### config.mk
export PLATFORM = sky130hd
export DESIGN_NAME = spiker_stream_sequencer_flat
export DESIGN_NICKNAME = d
export VERILOG_FILES = /design/src/rtl/spiker_stream_sequencer_if.sv /design/src/rtl/spiker_stream_sequencer.sv /design/src/flat_wrapper.sv
export SDC_FILE = /design/constraint.sdc
export NUM_CORES = 1
export LEC_CHECK = 0
export CAP_MARGIN = 25
export CORE_UTILIZATION = 30
export DETAILED_ROUTE_END_ITERATION = 10
export GPL_TIMING_DRIVEN = 0
export MAX_ROUTING_LAYER = met4
export PLACE_DENSITY = 0.56
export SKIP_LAST_GASP = 1
export SYNTH_ARGS = -nofsm -noshare
export SYNTH_HDL_FRONTEND = slang
export SYNTH_SLANG_ARGS = --single-unit
### constraint.sdc
create_clock -name clk_i -period 2.3 [get_ports clk_i]
set_clock_uncertainty 0.05 [all_clocks]
set_input_delay 0.46 -clock clk_i [delete_from_list [all_inputs] [get_ports clk_i]]
set_output_delay 0.46 -clock clk_i [all_outputs]
set_load 0.01 [all_outputs]
### src/rtl/spiker_stream_sequencer_if.sv
// Chunk stream link from the spike sequencer to the SNN core.
interface spiker_stream_sequencer_if #(
    parameter int SHIFT_BITS = 4
) ();
    // A beat transfers on a cycle with out_valid_o && out_ready_i; once valid is
    // raised, data/last stay stable until that beat is accepted.
    logic                  out_valid_o;
    logic [SHIFT_BITS-1:0] out_data_o;
    logic                  out_last_o;
    logic                  out_ready_i;

    modport master (
        output out_valid_o,
        output out_data_o,
        output out_last_o,
        input  out_ready_i
    );

    modport slave (
        input  out_valid_o,
        input  out_data_o,
        input  out_last_o,
        output out_ready_i
    );
endinterface

### src/rtl/spiker_stream_sequencer.sv
// Drives the spike shift register and streams its chunks to the SNN core; on
// backpressure it buffers, reloads the register and replays up to the stall point.
module spiker_stream_sequencer #(
    parameter int SHIFT_BITS = 4,
    parameter int N_CHUNKS   = 196,
    parameter int FIFO_DEPTH = 4,
    parameter int CNT_W      = $clog2(N_CHUNKS + 1)
) (
    input  logic                  clk_i,
    input  logic                  rst_i,
    input  logic                  start_i,
    input  logic                  abort_i,
    output logic                  sample_o,
    input  logic [SHIFT_BITS-1:0] chunk_i,
    spiker_stream_sequencer_if.master out_if,
    output logic                  busy_o,
    output logic                  done_o,
    output logic [15:0]           replay_cnt_o,
    output logic [2:0]            dbg_state_o
);

    typedef enum logic [2:0] {
        ST_IDLE   = 3'd0,
        ST_PRIME  = 3'd1,
        ST_STREAM = 3'd2,
        ST_HOLD   = 3'd3,
        ST_REPLAY = 3'd4,
        ST_DRAIN  = 3'd5,
        ST_DONE   = 3'd6
    } state_t;

    localparam int PTR_W  = (FIFO_DEPTH > 1) ? $clog2(FIFO_DEPTH) : 1;
    localparam int FCNT_W = $clog2(FIFO_DEPTH + 1);

    state_t             state, state_n;
    logic [CNT_W-1:0]   pos, pos_n;
    logic [CNT_W-1:0]   skip, skip_n;
    logic               replay_inc;

    logic [SHIFT_BITS:0] fifo_mem [FIFO_DEPTH];
    logic [PTR_W-1:0]    wr_ptr, rd_ptr;
    logic [FCNT_W-1:0]   fifo_cnt;
    logic                fifo_full, fifo_empty;
    logic                fifo_push, fifo_pop, push_last;

    assign fifo_full  = (fifo_cnt == FCNT_W'(FIFO_DEPTH));
    assign fifo_empty = (fifo_cnt == '0);
    assign fifo_pop   = out_if.out_valid_o && out_if.out_ready_i;

    assign out_if.out_valid_o = !fifo_empty;
    assign out_if.out_data_o  = fifo_empty ? '0 : fifo_mem[rd_ptr][SHIFT_BITS-1:0];
    assign out_if.out_last_o  = fifo_empty ? 1'b0 : fifo_mem[rd_ptr][SHIFT_BITS];

    assign busy_o       = (state != ST_IDLE);
    assign dbg_state_o  = state;

    always_comb begin
        state_n    = state;
        pos_n      = pos;
        skip_n     = skip;
        sample_o   = 1'b0;
        fifo_push  = 1'b0;
        push_last  = 1'b0;
        done_o     = 1'b0;
        replay_inc = 1'b0;
        case (state)
            ST_IDLE: begin
                if (start_i) begin
                    state_n = ST_PRIME;
                    pos_n   = '0;
                end
            end
            ST_PRIME: state_n = ST_STREAM;
            ST_STREAM: begin
                if (!fifo_full) begin
                    sample_o  = 1'b1;
                    fifo_push = 1'b1;
                    push_last = (pos == CNT_W'(N_CHUNKS - 1));
                    pos_n     = pos + CNT_W'(1);
                    if (push_last) state_n = ST_DRAIN;
                end else begin
                    // Chunk pos was not taken; the register reloads and must be replayed.
                    state_n = ST_HOLD;
                end
            end
            ST_HOLD: begin
                if (!fifo_full) begin
                    if (pos == '0) begin
                        state_n = ST_STREAM;
                    end else begin
                        state_n    = ST_REPLAY;
                        skip_n     = '0;
                        replay_inc = 1'b1;
                    end
                end
            end
            ST_REPLAY: begin
                // Shift past chunks 0..pos-1 so chunk pos is presented on entry to STREAM.
                sample_o = 1'b1;
                skip_n   = skip + CNT_W'(1);
                if (skip == pos - CNT_W'(1)) state_n = ST_STREAM;
            end
            ST_DRAIN: begin
                if (fifo_empty || (fifo_cnt == FCNT_W'(1) && fifo_pop)) state_n = ST_DONE;
            end
            ST_DONE: begin
                done_o  = 1'b1;
                state_n = ST_IDLE;
            end
            default: state_n = ST_IDLE;
        endcase
        if (abort_i) begin
            state_n   = ST_IDLE;
            fifo_push = 1'b0;
        end
    end

    always_ff @(posedge clk_i or posedge rst_i) begin
        if (rst_i) begin
            state        <= ST_IDLE;
            pos          <= '0;
            skip         <= '0;
            replay_cnt_o <= '0;
        end else begin
            state <= state_n;
            pos   <= pos_n;
            skip  <= skip_n;
            if (replay_inc && replay_cnt_o != 16'hFFFF) replay_cnt_o <= replay_cnt_o + 16'd1;
        end
    end

    always_ff @(posedge clk_i or posedge rst_i) begin
        if (rst_i) begin
            wr_ptr   <= '0;
            rd_ptr   <= '0;
            fifo_cnt <= '0;
            for (int i = 0; i < FIFO_DEPTH; i++) fifo_mem[i] <= '0;
        end else if (abort_i) begin
            wr_ptr   <= '0;
            rd_ptr   <= '0;
            fifo_cnt <= '0;
        end else begin
            if (fifo_push) begin
                fifo_mem[wr_ptr] <= {push_last, chunk_i};
                wr_ptr <= (wr_ptr == PTR_W'(FIFO_DEPTH - 1)) ? '0 : wr_ptr + PTR_W'(1);
            end
            if (fifo_pop) begin
                rd_ptr <= (rd_ptr == PTR_W'(FIFO_DEPTH - 1)) ? '0 : rd_ptr + PTR_W'(1);
            end
            case ({fifo_push, fifo_pop})
                2'b10:   fifo_cnt <= fifo_cnt + FCNT_W'(1);
                2'b01:   fifo_cnt <= fifo_cnt - FCNT_W'(1);
                default: fifo_cnt <= fifo_cnt;
            endcase
        end
    end

endmodule
### src/flat_wrapper.sv
// flat-port wrapper written by rule: the top's interface ports become plain ports
module spiker_stream_sequencer_flat 
#(
    parameter int SHIFT_BITS = 4,
    parameter int N_CHUNKS   = 196,
    parameter int FIFO_DEPTH = 4,
    parameter int CNT_W      = $clog2(N_CHUNKS + 1)
)
  (clk_i, rst_i, start_i, abort_i, sample_o, chunk_i, busy_o, done_o, replay_cnt_o, dbg_state_o, out_if_out_valid_o, out_if_out_data_o, out_if_out_last_o, out_if_out_ready_i);
  spiker_stream_sequencer_if #(.SHIFT_BITS(SHIFT_BITS)) out_if_i ();
  input  logic clk_i;
  input  logic rst_i;
  input  logic start_i;
  input  logic abort_i;
  output logic sample_o;
  input  logic [SHIFT_BITS-1:0] chunk_i;
  output logic busy_o;
  output logic done_o;
  output logic [15:0] replay_cnt_o;
  output logic [2:0] dbg_state_o;
  output wire logic [$bits(out_if_i.out_valid_o)-1:0] out_if_out_valid_o;
  output wire logic [$bits(out_if_i.out_data_o)-1:0] out_if_out_data_o;
  output wire logic [$bits(out_if_i.out_last_o)-1:0] out_if_out_last_o;
  input wire logic [$bits(out_if_i.out_ready_i)-1:0] out_if_out_ready_i;
  assign out_if_out_valid_o = out_if_i.out_valid_o;
  assign out_if_out_data_o = out_if_i.out_data_o;
  assign out_if_out_last_o = out_if_i.out_last_o;
  assign out_if_i.out_ready_i = out_if_out_ready_i;
  spiker_stream_sequencer #(.SHIFT_BITS(SHIFT_BITS), .N_CHUNKS(N_CHUNKS), .FIFO_DEPTH(FIFO_DEPTH), .CNT_W(CNT_W)) u_core (.clk_i(clk_i), .rst_i(rst_i), .start_i(start_i), .abort_i(abort_i), .sample_o(sample_o), .chunk_i(chunk_i), .out_if(out_if_i), .busy_o(busy_o), .done_o(done_o), .replay_cnt_o(replay_cnt_o), .dbg_state_o(dbg_state_o));
endmodule
# After elaboration in Yosys (flattened, before gate mapping)
# Cells that the tools add are included.
[totals]
ff_bits = 62
out_inout_bits = 28
[op_classes]
add_sub_neg = 8
order_cmp = 3
n_eq_ne = 24
mux = 41
bitwise = 3
n_reduce_logical = 19
[ops]
columns = ["cell", "n"]
rows = [
  ["$mux 8", 4],
  ["$pmux 8 s2", 2],
  ["$mux 3", 9],
  ["$bwmux 20", 1],
  ["$pmux 3 s6", 1],
  ["$add 16x1->16 const B", 1],
  ["$add 8x1->8 const B", 2],
  ["$ne 16x16->1 const B", 1],
  ["$mux 5", 3],
  ["$eq 3x3->1 const B", 4],
  ["$mux 2", 6],
  ["$bmux 5 s2", 1],
  ["$demux 5 s2", 1],
  ["$mux 1", 10],
  ["$eq 8x8->1", 1],
  ["$eq 8x8->1 const B", 1],
  ["$logic_not 8->1", 1],
  ["$ne 2x2->1 const B", 4],
  ["$reduce_bool 2->1", 4],
  ["$sub 8x1->8 const B", 1],
  ["$eq 2x2->1 const B", 3],
  ["$eq 3x1->1 const B", 2],
  ["$eq 3x2->1 const B", 2],
  ["$ge 3x3->1 const B", 2],
  ["21 further kinds", 31],
]

# Depth between registers and ports, before layout
# Gate-level depths: netlist of the first run.
[depth]
word_depth = 8
mapped_depth = 9

# Worst setup path before layout of the first run
# OpenSTA, ideal clock, no wires.
[synth_timing]
path_kind = "register to register"
from = "register u_core.pos[0]"
to = "register u_core.replay_cnt_o[14]"
setup_time_ns = 0.079
arrival_ns = 2.327
required_ns = 2.171
path_slack_ns = -0.156
stages_incl_launch_ff = 10
path_buffers = 3
synth_period_minus_slack_ns = 2.456
path_cell_list = "dfrtp_1 -> clkbuf_1 -> inv_1 -> ha_1 -> clkbuf_1 -> a311oi_2 -> or4b_1 -> clkbuf_1 -> nor4_1 -> xor2_1"
[synth_between]
elab_chain_cells = 5
[synth_rtl]
columns = ["item", "line", "source"]
rows = [
  ["from (decl)", "spiker_stream_sequencer.sv:36", "logic [CNT_W-1:0] pos, pos_n;"],
  ["from (signal assigned)", "spiker_stream_sequencer.sv:126", "pos <= pos_n;"],
  ["$logic_not 8->1", "spiker_stream_sequencer.sv:88", "if (pos == '0) begin"],
  ["$mux 1", "spiker_stream_sequencer.sv:88", ""],
  ["$mux 1", "spiker_stream_sequencer.sv:87", "if (!fifo_full) begin"],
  ["$mux 1", "spiker_stream_sequencer.sv:66", "case (state)"],
  ["$logic_and 1x1->1", "spiker_stream_sequencer.sv:128", "if (replay_inc && replay_cnt_o != 16'hFFFF) replay_cnt_o <= replay_cnt_o + 16'd1;"],
  ["to (signal assigned)", "spiker_stream_sequencer.sv:128", ""],
  ["to (decl)", "spiker_stream_sequencer.sv:18", "output logic [15:0] replay_cnt_o,"],
]
# No other way between the ends.
# A chain may end at the register's enable or synchronous reset.

# Worst setup path after layout of the first run
[layout_timing]
from = "register u_core.rd_ptr[1]"
to = "output port out_if_out_data_o[2]"
[layout_between]
elab_chain_cells = 5
[layout_rtl]
columns = ["item", "line", "source"]
rows = [
  ["from (decl)", "spiker_stream_sequencer.sv:41", "logic [PTR_W-1:0] wr_ptr, rd_ptr;"],
  ["from (signal assigned)", "spiker_stream_sequencer.sv:148", "rd_ptr <= (rd_ptr == PTR_W'(FIFO_DEPTH - 1)) ? '0 : rd_ptr + PTR_W'(1);"],
  ["$not 2->3 (not written as such)", "spiker_stream_sequencer.sv:51", "assign out_if.out_data_o = fifo_empty ? '0 : fifo_mem[rd_ptr][SHIFT_BITS-1:0];"],
  ["$bmux 5 s2", "spiker_stream_sequencer.sv:51", ""],
  ["$mux 5 (not written as such) (2 in series)", "spiker_stream_sequencer.sv:51", ""],
  ["$mux 4", "spiker_stream_sequencer.sv:51", ""],
  ["to (decl)", "flat_wrapper.sv:22", "output wire logic [$bits(out_if_i.out_data_o)-1:0] out_if_out_data_o;"],
]
# No other way between the ends. The select of a mux whose other input is x is not followed.

==> flow_summary_export.csv, run 1 <==
group,metric,value,unit
run_status,status,"finished with violations",
run_status,violations,"negative setup slack",
clock_tree,clkLatencyLatePin,0.34,ns
flow_run,drv_cap,0,
floorplan,ios,37,
global_routing,use_met3,2.30,%
sta,fmax,0.435,GHz
global_routing,grt_antenna_before_repair,0,
place,port_buffers,36,
global_routing,grt-ovfl-total,0,
critical_path,crit_type,"reg2out",
min_path,hp-class,"reg2reg",
sta,grt_setup_unrepaired,"yes",
finish,post_route_cells_drive_above_1_share,23.1,%
place,gp_congestion,0.838,
critical_path,cp.depth,4,
floorplan,die_x,111,um
clock_tree,hold_buffers,0,
synth,syn_area,3550,um2
global_routing,met2_usage,22.7,%
clock_tree,clock_sinks,62,
clock_tree,path_clk_slew,0.05,ns
critical_path,required,1.79,ns
clock_tree,clock_path_buffers,2,
sta,relSlewSlack,59.6,%
sta,slew_violations,0,
clock_tree,numCtsBuffers,9,
drt,ant_nets,0,
floorplan,die_y,111,um
synth,synthFlopType,"dfrtp_1",
finish,area_growth,30.7,%
floorplan,initial_core_util,30.9,%
place,dp_hpwl,5720,um
global_routing,grt_max_degree,37,
critical_path,cpLargestDelayFamily,"multiplexers",
synth,synthArstFlopShare,100,%
clock_tree,htree_levels,3,
critical_path,cp-end-kind,"output port",
drt,first_iter_violations,186,
floorplan,core.rowCount,39,
global_routing,busiest_layer,"met2",
floorplan,core_area,11500,um2
drt,vias,2819,
synth,synth_largest_area_cell,"dfrtp_1",
critical_path,r2r-start,"u_core.fifo_cnt[1]",
clock_tree,cts_tree,"yes",
drt,drt_wl_total,8210,um
critical_path,crit_start,"u_core.rd_ptr[1]",
finish,fillCellCount,1101,
sta,period_needed,2.30,ns
synth,avgSynthCellArea,9.94,um2
drt,vias_per_cell,5.01,
critical_path,startpoint_type,"flop",
pwr,leakage,0.00210,uW
synth,ys_top_cells_by_count,"62 x dfrtp_1, 35 x nand2_1, 29 x nor2_1, 27 x xor2_1, 19 x nor3_1",
synth,synth_cell_types,51,
pwr,ir_drop,0.380,mV
sta,setup_viol,1,
finish,fin_util,40.4,%
synth,netlist.area_leader.share,43.7,%
synth,ys_warn_count,0,
global_routing,grt_pass1_vias,2864,
synth,syn-num-nets,379,
critical_path,timing.critical_path.buf_inv,2,
critical_path,crit_slowest_cell,"mux4_2",
sta,worstMarginPinSlew,0.605,ns
floorplan,dieArea,12300,um2
synth,syn_inst,357,
global_routing,grt_first_pass_wirelength,14000,um
critical_path,arrival,1.79,ns
drt,wl_per_cell,14.6,um
drt,firstDrtPassIters,4,
min_path,min_path_cells,2,
drt,route.detailed.drc,0,
critical_path,r2r.worst_path.cells,8,
sta,timing.final.ws_setup,-0.000726,ns
critical_path,path_cells,"buf_4 -> mux4_2 -> and2_1 -> dlygate4sd2_1",
synth,synth.area.top_cells,"dfrtp_1 44%, xor2_1 6.7%, mux2_2 5.1%",
sta,whs,0.431,ns
synth,synth-seq-area-share,43.7,%
sta,post-route-period-util,100,%
sta,hold_viol,0,
global_routing,grt_usage,14.8,%
critical_path,crit_path_max_incr_delay,0.46,ns
min_path,hold_start,"u_core.fifo_mem[4]",
pwr,cellPowerDensity,926,nW/um2
synth,synth_edf_count,0,
global_routing,use_met1,18.5,%
synth,yosysMostFrequentCell,"dfrtp_1",
finish,antenna_cells,0,
finish,layout.nets,437,
critical_path,cp_max_fo,4,
clock_tree,cts-root-buf,"clkbuf_16",
synth,ys_seq_elements,62,
final timing paths:
path / to / slack, ns
max reg2reg: u_core.fifo_mem[11] / 0.03
max in group asynchronous: u_core.rd_ptr[0] / 1.12
min: u_core.fifo_mem[4] / 0.43
max: out_if_out_data_o[2] / -0.0007
min in group asynchronous: u_core.replay_cnt_o[1] / 0.47
min reg2reg: u_core.fifo_mem[4] / 0.43
power by group:
group	switching [uW]	internal [uW]
clock network	495	750
logic	850	811
registers	138	1250
total	1480	2810
layout make-up:
| cell class | count | area (um2) | share of cell area (%) |
|---|---|---|---|
| buffer | 18 | 91.3 | 1.97 |
| clock buffer | 10 | 239 | 5.16 |
| clock inverter | 6 | 37.5 | 0.810 |
| inverter | 14 | 52.6 | 1.13 |
| multi-input combinational | 258 | 1990 | 42.9 |
| sequential | 62 | 1560 | 33.6 |
| tap | 143 | 179 | 3.86 |
| timing repair buffer | 52 | 490 | 10.6 |
kinds of logic after synthesis:
logic type      count (synthesis)  share of synthesized area [%]
mux                            25                           9.52
buf+inv                        37                           4.16
compound gates                 44                           8.36
simple gates                  136                           19.8
xor+xnor                       40                           9.88
flops                          62                           43.7
fa+ha+maj                      13                           4.59
per-stage QoR:
| stage | setup TNS [ns] | area [um2] | cells | power, uW | setup slack [ns] |
|---|---|---|---|---|---|
| after floorplan | 0 | 3560 | 357 | 2370 | 0.00572 |
| after global placement | -65.24 | 4100 | 536 | 2810 | -0.920 |
| after detailed placement | -8.59 | 4120 | 537 | 2850 | -0.630 |
| after CTS | -0.0448 | 4560 | 560 | 4290 | -0.0351 |
| after global routing | -0.571 | 4630 | 563 | 4570 | -0.0697 |
| final | -0.000726 | 4630 | 563 | 4290 | -0.000726 |
layout by cell type, fill, tap and decap left out, drive strengths merged, types with 11 or more instances in the layout:
cell type,Yosys,routed
and2,11,11
buf,8,26
clkbuf,15,20
clkdlybuf4s50,0,29
dfrtp,62,62
ha,13,13
inv,14,14
mux2,17,17
nand2,35,35
nand3,13,13
nor2,30,30
nor3,19,19
o21ai,14,14
xnor2,13,13
xor2,27,27
layer usage:
layer | part of all wire [%] | wire (um) | vias to the layer above
met5 | 0 | 0 | -
met4 | 2.7 | 225 | 0
met3 | 3.2 | 260 | 14
met2 | 47 | 3850 | 59
met1 | 47 | 3870 | 1382
li1 | - | - | 1364
state kept, by name, summed over array words and instances (netlist names):
signal               cells
u_core.fifo_cnt          3
u_core.wr_ptr            2
u_core.rd_ptr            2
u_core.pos               8
u_core.replay_cnt_o     16
u_core.fifo_mem         20
u_core.skip              8
u_core.dbg_state_o       3
worst reg2reg max path, cell delays in order, from the launching register on:
cell,delay (ns)
dfrtp_1,0.37
inv_1,0.12
ha_4,0.21
a211oi_4,0.24
buf_4,0.18
and2_1,0.11
buf_2,0.23
nand3_1,0.29
mux2_2,0.36
repair_timing:
item | 4_1_cts | 5_1_grt
pin swaps | 4 | 3
endpoints found under the setup margin | 50 | 33
setup buffers | 12 | 3
gates resized for setup | 37 | 16
No activity file was read; power rests on OpenSTA's default activity.
==> inputs of run 2 (changes only) <==
--- a/config.mk
+++ b/config.mk
@@ -6,6 +6,8 @@
 export NUM_CORES = 1
 export LEC_CHECK = 0
 export CAP_MARGIN = 25
+export CORE_ASPECT_RATIO = 0.8
+export CORE_MARGIN = 1
 export CORE_UTILIZATION = 30
 export DETAILED_ROUTE_END_ITERATION = 10
 export GPL_TIMING_DRIVEN = 0
==> flow_summary_export.csv, run 2 (same netlist as run 1, synthesis figures left out) <==
group,metric,value,unit
finish,layout.nets,437,
place,dp_hpwl,5830,um
drt,wl_per_cell,14.5,um
floorplan,die_y,99.3,um
sta,slew_violations,0,
sta,grt_setup_unrepaired,"yes",
clock_tree,cts_tree,"yes",
sta,hold_viol,0,
floorplan,core_area,11500,um2
pwr,p_total,4460,uW
drt,wl_met3,291,um
place,placed_cells,542,
place,port_buffers,36,
finish,area_growth,32.2,%
clock_tree,path_clk_slew,0.06,ns
finish,final_common_cell,"dfrtp_1",
critical_path,startpoint_type,"flop",
critical_path,path_cells,"inv_2 -> ha_4 -> a211oi_4 -> buf_4 -> and2_1 -> buf_2 -> nand3_1 -> mux2_2",
sta,worstMarginPinSlew,0.662,ns
clock_tree,cts-root-buf,"clkbuf_16",
drt,top_layer,"met4",
sta,fmax,0.428,GHz
critical_path,crit_slowest_cell,"dfrtp_1",
critical_path,r2r.worst_path.cells,8,
pwr,cellPowerDensity,951,nW/um2
sta,post-route-period-util,102,%
drt,vias_per_cell,4.97,
clock_tree,htree_levels,3,
finish,top_register,"u_core.fifo_mem",
floorplan,ios,37,
global_routing,grt_max_degree,34,
critical_path,required,2.46,ns
finish,post_route_cells_drive_above_1_share,23.8,%
pwr,leakage,0.00213,uW
sta,whs,0.433,ns
floorplan,die_x,124,um
global_routing,grt-ovfl-total,0,
critical_path,crit_path_max_incr_delay,0.38,ns
sta,relSlewSlack,55.7,%
global_routing,grt_antenna_before_repair,0,
global_routing,grt_pass1_vias,2733,
min_path,hp-class,"reg2reg",
drt,route.detailed.drc,0,
critical_path,cp-end-kind,"flop",
critical_path,arrival,2.49,ns
finish,largest_register_ffs,20,
run_status,status,"finished with violations",
drt,drt_wl_total,8250,um
global_routing,grt_usage,15.1,%
flow_run,drv_cap,0,
floorplan,dieArea,12300,um2
clock_tree,clkLatencyLatePin,0.33,ns
drt,firstDrtPassIters,4,
drt,first_iter_violations,119,
critical_path,regToRegSetupSlack,-0.03,ns
sta,timing.final.ws_setup,-0.0347,ns
place,dpl_cell_area,4130,um2
drt,wl_met2,3830,um
finish,layout_common_cells,"57 x dfrtp_1, 33 x nand2_1, 28 x nor2_1, 28 x clkdlybuf4s50_1, 27 x xor2_1",
place,gp_congestion,0.785,
sta,period_needed,2.33,ns
finish,stdcell_count,568,
run_status,violations,"negative setup slack",
clock_tree,clock_sinks,62,
critical_path,cp_max_fo,10,
clock_tree,numCtsBuffers,9,
floorplan,core.rowCount,35,
min_path,min_path_cells,2,
finish,fin_area,4690,um2
finish,reg_top3,"u_core.fifo_mem: 20 flops, u_core.replay_cnt_o: 16 flops",
finish,antenna_cells,0,
pwr,ir_drop,0.576,mV
critical_path,crit_type,"reg2reg",
sta,setup_viol,4,
drt,ant_nets,0,
clock_tree,clock_path_buffers,2,
floorplan,initial_core_util,30.8,%
global_routing,grt_first_pass_wirelength,14000,um
drt,vias,2822,
sta,tns,-0.114,ns
drt,met1_length,4040,um
[run 2: changes by cell type in the layout (fill, tap and decap cells not counted), sizes merged]
| cell | delta |
|---|---|
| bufinv | +1 |
| clkdlybuf4s50 | -1 |
| clkinvlp | -1 |
| dlymetal6s2s | +1 |
[run 2: what timing repair did]
| item | in CTS | in global routing |
|---|---|---|
| gates cloned | 0 | 0 |
| setup endpoints to repair | 53 | 34 |
| pin swaps | 4 | 5 |
| resized for setup | 33 | 27 |
| hold buffers | 0 | 0 |
| buffers inserted | 7 | 8 |
[run 2: layout make-up]
cell class	instances	area (um2)
tap	148	185
clock buffer	10	239
buffer	18	98.8
timing repair buffer	52	489
inverter	14	52.6
multi-input combinational	258	2000
clock inverter	6	71.3
sequential	62	1560
fill	1109	6830
[run 2: critical path, delay by kind of cell (launching register included)]
family | cells | cell delay [ns]
simple gates | 2 | 0.45
compound gates | 1 | 0.26
buf+inv | 3 | 0.52
mux | 1 | 0.38
fa+ha+maj | 1 | 0.18
flops | 1 | 0.38
[run 2: where the power goes]
| group | leakage [uW] | internal, uW | switching [uW] | total, uW |
|---|---|---|---|---|
| clock | 0.000145 | 873 | 503 | 1380 |
| sequential | 0.000840 | 1250 | 146 | 1390 |
| combinational | 0.00114 | 825 | 868 | 1690 |
| total | 0.00213 | 2950 | 1520 | 4460 |
[run 2: metrics by stage]
| stage | util (%) | setup slack [ns] |
|---|---|---|
| global placement | 35.7 | -0.897 |
| detailed placement | 35.9 | -0.737 |
| floorplan | - | 0.00572 |
| CTS | 39.7 | -0.0447 |
| global route | 40.7 | -0.115 |
| finish | 40.7 | -0.0347 |
[run 2: final timing paths]
path,start,endpoint
worst max-delay path,u_core.fifo_cnt[1],u_core.fifo_mem[16]
worst min-delay path,u_core.fifo_mem[4],u_core.fifo_mem[4]
worst max register to register,u_core.fifo_cnt[1],u_core.fifo_mem[16]
worst min register to register,u_core.fifo_mem[4],u_core.fifo_mem[4]
max in group asynchronous,rst_i,u_core.dbg_state_o[2]
min in group asynchronous,rst_i,u_core.fifo_mem[11]
[run 2: metal layers]
metal  vias to the layer above  GRT usage, %
li1                       1372             -
met1                      1386          20.8
met5                         -             -
met3                         7          3.67
met4                         0          3.80
met2                        57          22.3
